==> config.mk <==
export PLATFORM = sky130hd
export DESIGN_NAME = axi4_burst_traffic_gen_flat
export DESIGN_NICKNAME = d
export VERILOG_FILES = /design/src/rtl/axi4_burst_traffic_gen_if.sv /design/src/rtl/axi4_burst_traffic_gen.sv /design/src/flat_wrapper.sv
export SDC_FILE = /design/constraint.sdc
export NUM_CORES = 1
export LEC_CHECK = 0
export CAP_MARGIN = 20
export CORE_AREA = 2 2 113 115
export CTS_CLUSTER_SIZE = 12
export DETAILED_ROUTE_END_ITERATION = 8
export DIE_AREA = 0 0 115 117
export GPL_ROUTABILITY_DRIVEN = 1
export PLACE_DENSITY = 0.82
export SKIP_CTS_REPAIR_TIMING = 1
export SLEW_MARGIN = 20
export SYNTH_ARGS = -nofsm -noshare
export SYNTH_HDL_FRONTEND = slang
export SYNTH_SLANG_ARGS = --single-unit
==> constraint.sdc <==
create_clock -name clk_i -period 2 [get_ports clk_i]
set_input_delay 0.6 -clock clk_i [delete_from_list [all_inputs] [get_ports clk_i]]
set_output_delay 0.6 -clock clk_i [all_outputs]
set_load 0.005 [all_outputs]
==> src/rtl/axi4_burst_traffic_gen_if.sv <==
`default_nettype none
// ============================================================================
// Module   : axi4_burst_traffic_gen_if
// Brief    : AXI4 full-protocol bundle between the traffic generator and a slave
// Revision : 1.0 - initial release
// ============================================================================
interface axi4_burst_traffic_gen_if #(
    parameter int addr_width_p = 28,
    parameter int data_width_p = 64,
    parameter int id_width_p   = 4
);
    logic [id_width_p-1:0]     awid;
    logic [addr_width_p-1:0]   awaddr;
    logic [7:0]                awlen;
    logic [2:0]                awsize;
    logic [1:0]                awburst;
    logic                      awlock;
    logic [3:0]                awcache;
    logic [2:0]                awprot;
    logic                      awvalid;
    logic                      awready;

    logic [data_width_p-1:0]   wdata;
    logic [data_width_p/8-1:0] wstrb;
    logic                      wlast;
    logic                      wvalid;
    logic                      wready;

    logic [id_width_p-1:0]     bid;
    logic [1:0]                bresp;
    logic                      bvalid;
    logic                      bready;

    logic [id_width_p-1:0]     arid;
    logic [addr_width_p-1:0]   araddr;
    logic [7:0]                arlen;
    logic [2:0]                arsize;
    logic [1:0]                arburst;
    logic                      arlock;
    logic [3:0]                arcache;
    logic [2:0]                arprot;
    logic                      arvalid;
    logic                      arready;

    logic [id_width_p-1:0]     rid;
    logic [data_width_p-1:0]   rdata;
    logic [1:0]                rresp;
    logic                      rlast;
    logic                      rvalid;
    logic                      rready;

    modport master (
        output awid, awaddr, awlen, awsize, awburst, awlock, awcache, awprot, awvalid,
        input  awready,
        output wdata, wstrb, wlast, wvalid,
        input  wready,
        input  bid, bresp, bvalid,
        output bready,
        output arid, araddr, arlen, arsize, arburst, arlock, arcache, arprot, arvalid,
        input  arready,
        input  rid, rdata, rresp, rlast, rvalid,
        output rready
    );

    modport slave (
        input  awid, awaddr, awlen, awsize, awburst, awlock, awcache, awprot, awvalid,
        output awready,
        input  wdata, wstrb, wlast, wvalid,
        output wready,
        output bid, bresp, bvalid,
        input  bready,
        input  arid, araddr, arlen, arsize, arburst, arlock, arcache, arprot, arvalid,
        output arready,
        output rid, rdata, rresp, rlast, rvalid,
        input  rready
    );
endinterface
`default_nettype wire

==> src/rtl/axi4_burst_traffic_gen.sv <==
`default_nettype none
// ============================================================================
// Module   : axi4_burst_traffic_gen
// Brief    : AXI4 INCR-burst memory self-test master: write pattern, read, check
// Revision : 1.0 - initial release
// ============================================================================
module axi4_burst_traffic_gen #(
    parameter int          addr_width_p = 28,
    parameter int          data_width_p = 64,
    parameter int          id_width_p   = 4,
    parameter int          burst_len_p  = 4,
    parameter int          num_bursts_p = 16,
    parameter logic [63:0] base_addr_p  = 64'h0,
    parameter logic [31:0] seed_p       = 32'h1
) (
    input  wire logic                clk_i,
    input  wire logic                reset_n_i,
    input  wire logic                start_i,
    input  wire logic [1:0]          mode_i,
    axi4_burst_traffic_gen_if.master axi,
    output logic                     busy_o,
    output logic                     done_o,
    output logic                     wr_error_o,
    output logic                     rd_error_o,
    output logic [15:0]              err_count_o
);
    localparam int c_bytes   = data_width_p / 8;
    localparam int c_reps    = data_width_p / 32;
    localparam int c_beat_w  = (burst_len_p > 1) ? $clog2(burst_len_p) : 1;
    localparam int c_burst_w = (num_bursts_p > 1) ? $clog2(num_bursts_p) : 1;

    localparam logic [c_beat_w-1:0]     c_last_beat   = c_beat_w'(burst_len_p - 1);
    localparam logic [c_burst_w-1:0]    c_last_burst  = c_burst_w'(num_bursts_p - 1);
    localparam logic [addr_width_p-1:0] c_base        = addr_width_p'(base_addr_p);
    localparam logic [addr_width_p-1:0] c_burst_bytes = addr_width_p'(burst_len_p * c_bytes);
    localparam logic [addr_width_p-1:0] c_beat_bytes  = addr_width_p'(c_bytes);
    localparam logic [2:0]              c_size        = 3'($clog2(c_bytes));

    typedef enum logic [2:0] {
        S_IDLE    = 3'd0,
        S_WR_ADDR = 3'd1,
        S_WR_DATA = 3'd2,
        S_WR_RESP = 3'd3,
        S_RD_ADDR = 3'd4,
        S_RD_DATA = 3'd5,
        S_DONE    = 3'd6
    } state_t;

    state_t                  r_state;
    state_t                  w_state_nxt;
    logic                    r_wr_only;
    logic [c_beat_w-1:0]     r_beat;
    logic [c_burst_w-1:0]    r_burst;
    logic                    r_done;
    logic                    r_wr_err;
    logic                    r_rd_err;
    logic [15:0]             r_err_count;

    logic                    w_start;
    logic                    w_last_beat;
    logic                    w_last_burst;
    logic                    w_w_hs;
    logic                    w_b_hs;
    logic                    w_r_hs;
    logic                    w_b_err;
    logic                    w_r_err;
    logic [addr_width_p-1:0] w_burst_addr;
    logic [addr_width_p-1:0] w_beat_addr;
    logic [31:0]             w_pat32;
    logic [data_width_p-1:0] w_pattern;

    assign w_start      = start_i && ((r_state == S_IDLE) || (r_state == S_DONE));
    assign w_last_beat  = (r_beat == c_last_beat);
    assign w_last_burst = (r_burst == c_last_burst);
    assign w_w_hs       = axi.wvalid && axi.wready;
    assign w_b_hs       = axi.bvalid && axi.bready;
    assign w_r_hs       = axi.rvalid && axi.rready;

    // Addresses wrap at addr_width_p; the pattern sees the zero-extended low 32 bits.
    assign w_burst_addr = c_base + addr_width_p'(r_burst) * c_burst_bytes;
    assign w_beat_addr  = w_burst_addr + addr_width_p'(r_beat) * c_beat_bytes;
    assign w_pat32      = 32'(w_beat_addr) ^ seed_p;
    assign w_pattern    = {c_reps{w_pat32}};

    assign w_b_err = w_b_hs && ((axi.bresp != 2'b00) || (axi.bid != '0));
    assign w_r_err = w_r_hs && ((axi.rresp != 2'b00) || (axi.rid != '0) ||
                                (axi.rdata != w_pattern) || (axi.rlast != w_last_beat));

    assign axi.awid    = '0;
    assign axi.awaddr  = w_burst_addr;
    assign axi.awlen   = 8'(burst_len_p - 1);
    assign axi.awsize  = c_size;
    assign axi.awburst = 2'b01;
    assign axi.awlock  = 1'b0;
    assign axi.awcache = 4'b0011;
    assign axi.awprot  = 3'b000;
    assign axi.wdata   = w_pattern;
    assign axi.wstrb   = '1;
    assign axi.wlast   = w_last_beat;
    assign axi.arid    = '0;
    assign axi.araddr  = w_burst_addr;
    assign axi.arlen   = 8'(burst_len_p - 1);
    assign axi.arsize  = c_size;
    assign axi.arburst = 2'b01;
    assign axi.arlock  = 1'b0;
    assign axi.arcache = 4'b0011;
    assign axi.arprot  = 3'b000;

    always_comb begin
        w_state_nxt = r_state;
        axi.awvalid = 1'b0;
        axi.wvalid  = 1'b0;
        axi.bready  = 1'b0;
        axi.arvalid = 1'b0;
        axi.rready  = 1'b0;
        case (r_state)
            S_IDLE, S_DONE: begin
                if (start_i) begin
                    w_state_nxt = (mode_i == 2'd2) ? S_RD_ADDR : S_WR_ADDR;
                end
            end
            S_WR_ADDR: begin
                axi.awvalid = 1'b1;
                if (axi.awready) w_state_nxt = S_WR_DATA;
            end
            S_WR_DATA: begin
                axi.wvalid = 1'b1;
                if (axi.wready && w_last_beat) w_state_nxt = S_WR_RESP;
            end
            S_WR_RESP: begin
                axi.bready = 1'b1;
                if (axi.bvalid) begin
                    if (!w_last_burst) w_state_nxt = S_WR_ADDR;
                    else               w_state_nxt = r_wr_only ? S_DONE : S_RD_ADDR;
                end
            end
            S_RD_ADDR: begin
                axi.arvalid = 1'b1;
                if (axi.arready) w_state_nxt = S_RD_DATA;
            end
            S_RD_DATA: begin
                axi.rready = 1'b1;
                if (axi.rvalid && w_last_beat) begin
                    w_state_nxt = w_last_burst ? S_DONE : S_RD_ADDR;
                end
            end
            default: w_state_nxt = S_IDLE;
        endcase
    end

    always_ff @(posedge clk_i or negedge reset_n_i) begin
        if (!reset_n_i) begin
            r_state     <= S_IDLE;
            r_wr_only   <= 1'b0;
            r_beat      <= '0;
            r_burst     <= '0;
            r_done      <= 1'b0;
            r_wr_err    <= 1'b0;
            r_rd_err    <= 1'b0;
            r_err_count <= '0;
        end else begin
            r_state <= w_state_nxt;
            if (w_start) begin
                r_wr_only   <= (mode_i == 2'd1);
                r_beat      <= '0;
                r_burst     <= '0;
                r_done      <= 1'b0;
                r_wr_err    <= 1'b0;
                r_rd_err    <= 1'b0;
                r_err_count <= '0;
            end else begin
                // The beat counter alone ends a burst; rlast is only checked.
                if (w_w_hs || w_r_hs) begin
                    r_beat <= w_last_beat ? '0 : r_beat + c_beat_w'(1);
                end
                if (w_b_hs || (w_r_hs && w_last_beat)) begin
                    r_burst <= w_last_burst ? '0 : r_burst + c_burst_w'(1);
                end
                if (w_b_err) r_wr_err <= 1'b1;
                if (w_r_err) r_rd_err <= 1'b1;
                if ((w_b_err || w_r_err) && (r_err_count != 16'hFFFF)) begin
                    r_err_count <= r_err_count + 16'd1;
                end
                if ((w_state_nxt == S_DONE) && (r_state != S_DONE)) r_done <= 1'b1;
            end
        end
    end

    assign busy_o      = (r_state != S_IDLE) && (r_state != S_DONE);
    assign done_o      = r_done;
    assign wr_error_o  = r_wr_err;
    assign rd_error_o  = r_rd_err;
    assign err_count_o = r_err_count;
endmodule
`default_nettype wire

==> src/flat_wrapper.sv <==
// flat-port wrapper written by rule: the top's interface ports become plain ports
module axi4_burst_traffic_gen_flat 
#(
    parameter int          addr_width_p = 28,
    parameter int          data_width_p = 64,
    parameter int          id_width_p   = 4,
    parameter int          burst_len_p  = 4,
    parameter int          num_bursts_p = 16,
    parameter logic [63:0] base_addr_p  = 64'h0,
    parameter logic [31:0] seed_p       = 32'h1
)
  (clk_i, reset_n_i, start_i, mode_i, busy_o, done_o, wr_error_o, rd_error_o, err_count_o, axi_awid, axi_awaddr, axi_awlen, axi_awsize, axi_awburst, axi_awlock, axi_awcache, axi_awprot, axi_awvalid, axi_awready, axi_wdata, axi_wstrb, axi_wlast, axi_wvalid, axi_wready, axi_bid, axi_bresp, axi_bvalid, axi_bready, axi_arid, axi_araddr, axi_arlen, axi_arsize, axi_arburst, axi_arlock, axi_arcache, axi_arprot, axi_arvalid, axi_arready, axi_rid, axi_rdata, axi_rresp, axi_rlast, axi_rvalid, axi_rready);
  axi4_burst_traffic_gen_if #(.addr_width_p(addr_width_p), .data_width_p(data_width_p), .id_width_p(id_width_p)) axi_i ();
  input  wire logic clk_i;
  input  wire logic reset_n_i;
  input  wire logic start_i;
  input  wire logic [1:0] mode_i;
  output logic busy_o;
  output logic done_o;
  output logic wr_error_o;
  output logic rd_error_o;
  output logic [15:0] err_count_o;
  output wire logic [$bits(axi_i.awid)-1:0] axi_awid;
  output wire logic [$bits(axi_i.awaddr)-1:0] axi_awaddr;
  output wire logic [$bits(axi_i.awlen)-1:0] axi_awlen;
  output wire logic [$bits(axi_i.awsize)-1:0] axi_awsize;
  output wire logic [$bits(axi_i.awburst)-1:0] axi_awburst;
  output wire logic [$bits(axi_i.awlock)-1:0] axi_awlock;
  output wire logic [$bits(axi_i.awcache)-1:0] axi_awcache;
  output wire logic [$bits(axi_i.awprot)-1:0] axi_awprot;
  output wire logic [$bits(axi_i.awvalid)-1:0] axi_awvalid;
  input wire logic [$bits(axi_i.awready)-1:0] axi_awready;
  output wire logic [$bits(axi_i.wdata)-1:0] axi_wdata;
  output wire logic [$bits(axi_i.wstrb)-1:0] axi_wstrb;
  output wire logic [$bits(axi_i.wlast)-1:0] axi_wlast;
  output wire logic [$bits(axi_i.wvalid)-1:0] axi_wvalid;
  input wire logic [$bits(axi_i.wready)-1:0] axi_wready;
  input wire logic [$bits(axi_i.bid)-1:0] axi_bid;
  input wire logic [$bits(axi_i.bresp)-1:0] axi_bresp;
  input wire logic [$bits(axi_i.bvalid)-1:0] axi_bvalid;
  output wire logic [$bits(axi_i.bready)-1:0] axi_bready;
  output wire logic [$bits(axi_i.arid)-1:0] axi_arid;
  output wire logic [$bits(axi_i.araddr)-1:0] axi_araddr;
  output wire logic [$bits(axi_i.arlen)-1:0] axi_arlen;
  output wire logic [$bits(axi_i.arsize)-1:0] axi_arsize;
  output wire logic [$bits(axi_i.arburst)-1:0] axi_arburst;
  output wire logic [$bits(axi_i.arlock)-1:0] axi_arlock;
  output wire logic [$bits(axi_i.arcache)-1:0] axi_arcache;
  output wire logic [$bits(axi_i.arprot)-1:0] axi_arprot;
  output wire logic [$bits(axi_i.arvalid)-1:0] axi_arvalid;
  input wire logic [$bits(axi_i.arready)-1:0] axi_arready;
  input wire logic [$bits(axi_i.rid)-1:0] axi_rid;
  input wire logic [$bits(axi_i.rdata)-1:0] axi_rdata;
  input wire logic [$bits(axi_i.rresp)-1:0] axi_rresp;
  input wire logic [$bits(axi_i.rlast)-1:0] axi_rlast;
  input wire logic [$bits(axi_i.rvalid)-1:0] axi_rvalid;
  output wire logic [$bits(axi_i.rready)-1:0] axi_rready;
  assign axi_awid = axi_i.awid;
  assign axi_awaddr = axi_i.awaddr;
  assign axi_awlen = axi_i.awlen;
  assign axi_awsize = axi_i.awsize;
  assign axi_awburst = axi_i.awburst;
  assign axi_awlock = axi_i.awlock;
  assign axi_awcache = axi_i.awcache;
  assign axi_awprot = axi_i.awprot;
  assign axi_awvalid = axi_i.awvalid;
  assign axi_i.awready = axi_awready;
  assign axi_wdata = axi_i.wdata;
  assign axi_wstrb = axi_i.wstrb;
  assign axi_wlast = axi_i.wlast;
  assign axi_wvalid = axi_i.wvalid;
  assign axi_i.wready = axi_wready;
  assign axi_i.bid = axi_bid;
  assign axi_i.bresp = axi_bresp;
  assign axi_i.bvalid = axi_bvalid;
  assign axi_bready = axi_i.bready;
  assign axi_arid = axi_i.arid;
  assign axi_araddr = axi_i.araddr;
  assign axi_arlen = axi_i.arlen;
  assign axi_arsize = axi_i.arsize;
  assign axi_arburst = axi_i.arburst;
  assign axi_arlock = axi_i.arlock;
  assign axi_arcache = axi_i.arcache;
  assign axi_arprot = axi_i.arprot;
  assign axi_arvalid = axi_i.arvalid;
  assign axi_i.arready = axi_arready;
  assign axi_i.rid = axi_rid;
  assign axi_i.rdata = axi_rdata;
  assign axi_i.rresp = axi_rresp;
  assign axi_i.rlast = axi_rlast;
  assign axi_i.rvalid = axi_rvalid;
  assign axi_rready = axi_i.rready;
  axi4_burst_traffic_gen #(.addr_width_p(addr_width_p), .data_width_p(data_width_p), .id_width_p(id_width_p), .burst_len_p(burst_len_p), .num_bursts_p(num_bursts_p), .base_addr_p(base_addr_p), .seed_p(seed_p)) u_core (.clk_i(clk_i), .reset_n_i(reset_n_i), .start_i(start_i), .mode_i(mode_i), .axi(axi_i), .busy_o(busy_o), .done_o(done_o), .wr_error_o(wr_error_o), .rd_error_o(rd_error_o), .err_count_o(err_count_o));
endmodule
==> summary.md <==
| Metric | Value |
|---|---|
| Antenna violations before repair | `0` |
| Final cell count without fillers | `742` |
| Main area contributors after synthesis | `buf_4, dfrtp_1, and3_1` |
| Standard-cell row count | `41` |
| Power per unit of standard cell area | `638.3 nW/um2` |
| Via count of the routed design | `3084` |
| Violation count after the first detailed-route iteration | `108` |
| Worst hold margin | `0.4862 ns` |
| Start point of the critical path | `axi_bid[0]` |
| GR Util All Layers | `0.1271` |
| I/O pin count | `291` |
| Top-area cell type share of the netlist area | `0.3849` |
| Diodes inserted | `0` |
| Dominant cell type by area after synthesis | `buf_4` |
| Effective utilization at floorplan | `0.2741` |
| Instance count of the mapped netlist | `413` |
| Hold Path Class | `reg2reg` |
| Total number of nets in the final design | `682` |
| Layout overhead on the synthesized area | `53.47%` |
| DIE WIDTH | `115 um` |
| Area of the core region | `12310 um2` |
| Wire length of the first global-routing pass | `13.34 mm` |
| Number of port buffers | `132` |
| Most instantiated cells after synthesis | `buf_4, dfrtp_1, nand2_1` |
| Seq/Total Area, Yosys | `0.2151` |
| Worst path required time | `2.21 ns` |
| LEAKAGE | `2.750 nW` |
| Run status | `finished, violations left` |
| Share of layout cells above drive strength 1 | `0.2111` |
| Final period util | `1.192` |
| EDFF count, synth | `0` |
| Final hold violation count | `0` |
| Worst hold path cell count | `2` |
| CTS root buffer | `clkbuf_16` |
| Max_cap viols | `0` |
| Clock sinks | `29` |
| GRT overflow | `0` |
| Least setup slack across all paths after layout | `-0.3847 ns` |
| Worst min-delay path startpoint | `u_core.r_wr_only` |
| Most used flip-flop cell after synthesis | `dfrtp_1` |
| Largest net degree at the start of global routing | `30` |
| Post-route ant nets | `0` |
| Dominant cell by count in the synthesized netlist | `buf_4` |
| Number of synthesis warnings | `0` |
| Die span in y | `117 um` |
| Critical Setup Path Class | `in2reg` |
| Clock tree from TritonCTS | `done` |
| Async set-or-reset flop fraction in the synthesized netlist | `1.000` |
| Failing checks | `negative setup slack` |
| CTS buffer count | `5` |
| Max VDD drop | `0.2862 mV` |
| Mapped Avg Cell Area | `8.171 um2` |
| Source-to-sink clock delay at the later pin of the worst-skew pair | `0.28 ns` |
| Die outline area | `13460 um2` |
| Post-route minimum period | `2.385 ns` |
| Worst reg-to-reg path cell count | `9` |
| Critical register-to-register path startpoint | `u_core.r_state[2]` |
| Arrival time reported for the critical path endpoint | `2.59 ns` |
| Crit path launch type | `input port` |
| Clk pin slew, worst setup/hold paths | `0.05 ns` |
| Max H-tree Level | `2` |
| Post-Route Skew | `0.002556 ns` |
| Register bit count reported by yosys | `29` |
| Number of iterations in the first detailed-routing pass | `4` |
| Max frequency | `419.3 MHz` |
| Post-Syn Area | `3374 um2` |
| Finish-stage setup viols | `16` |
| Gpl congestion | `0.8639` |
| RSZ-0062 raised after global routing | `yes` |
| Distinct cells, synth | `55` |
| Slew Limit Fails | `0` |
| DP Wirelength | `7.357 mm` |
| DRC violations left | `0` |
| Routed via count divided by cell count | `4.156` |
| Crit Path Max Fanout | `6` |
| Element type at the critical path end | `register` |
| Vias in the first global route | `2691` |
| Power Total | `3.306 mW` |
| Sum of routed wire length over all layers | `9.844 mm` |
| Routed wirelength normalized by instance count | `13.27 um` |
| Count of placed standard cells including taps | `725` |
| Number of buffers between clock root and the deepest sink | `2` |
-- area by class of cell --
| cell class | count | area [um2] |
|---|---|---|
| Sequential cell | 29 | 725.7 |
| Multi-Input combinational cell | 347 | 2125 |
| Inverter | 14 | 55.05 |
| Clock buffer | 6 | 128.9 |
| Tap cell | 150 | 187.7 |
| Clock inverter | 2 | 10.01 |
| Fill cell | 1186 | 7133 |
| Timing Repair Buffer | 194 | 1947 |
-- sequential cells by signal, indices dropped and copies added (netlist names) --
name	flops
u_core.rd_error_o	1
u_core.r_burst	4
u_core.r_state	3
u_core.done_o	1
u_core.r_wr_only	1
u_core.wr_error_o	1
u_core.err_count_o	16
u_core.r_beat	2
-- cells by family (layout without fill, tap and decap cells) --
family,count (synthesis),in the layout,synth area share
flip-flops,29,29,0.2151
adder cells (fa/ha/maj),4,4,0.01483
buffers and inverters,193,216,0.4145
AO/OA/AOI/OAI,43,43,0.09084
multiplexers,6,6,0.01780
other,2,158,0.002226
AND/OR/NAND/NOR,130,130,0.2291
XOR/XNOR,6,6,0.01557
-- path summary, 6_finish.rpt --
| check | to | slack, ns |
|---|---|---|
| max in group asynchronous | u_core.r_burst[1] | 0.99 |
| worst max-delay path | u_core.err_count_o[13] | -0.38 |
| worst min register to register | u_core.r_wr_only | 0.49 |
| min in group asynchronous | u_core.err_count_o[1] | 0.72 |
| worst max register to register | u_core.err_count_o[11] | -0.28 |
| worst min-delay path | u_core.r_wr_only | 0.49 |
-- power by group --
| group | switching [mW] | total, mW | internal, mW |
|---|---|---|---|
| Sequential | 0.0815 | 0.768 | 0.686 |
| Clock | 0.273 | 0.729 | 0.456 |
| Combinational | 0.842 | 1.81 | 0.967 |
| Total | 1.20 | 3.31 | 2.11 |
-- metrics by stage --
stage               setup WS [ns]  instance area [um2]  utilization  setup TNS, ns
finish                    -0.3847                 5179       0.4206         -5.201
global route              -0.4508                 5179       0.4206         -6.328
CTS                       -0.6268                 4676       0.3798         -10.96
detailed placement        -0.9188                 4537       0.3685         -15.01
global placement          -0.8538                 4537       0.3685         -14.34
floorplan                 -0.3416                 3964            -         -3.863
-- worst max-delay path, stage by stage --
cell,delay (ns)
buf_6,0.09
or4_4,0.52
o31a_4,0.37
nor4b_4,0.31
buf_4,0.17
a21oi_4,0.07
buf_6,0.15
a21oi_4,0.13
a221o_1,0.18
-- cells in the final DEF, fill, tap and decap left out, types with 6 or more instances in the layout --
cell type        count
clkdlybuf4s50_1     84
nand3_1             14
buf_4               53
conb_1             158
buf_6               10
o221ai_2             6
dfrtp_1             29
nor2_1              14
nor4_2              12
dlymetal6s2s_1      46
nor3_1               8
o21ai_0              7
nand2_1             22
xnor2_1              6
a21oi_1              6
inv_1               12
mux2i_1              6
and3_1              10
-- routing by layer --
| layer | vias to the layer above | track usage | part of all wire |
|---|---|---|---|
| met5 | - | 0 | 0 |
| met4 | 0 | 0.03052 | 0.0063 |
| met3 | 7 | 0.02729 | 0.077 |
| met2 | 170 | 0.2243 | 0.52 |
| met1 | 1457 | 0.1589 | 0.40 |
| li1 | 1450 | - | - |
Note: power is estimated with default switching activity, not from simulation.
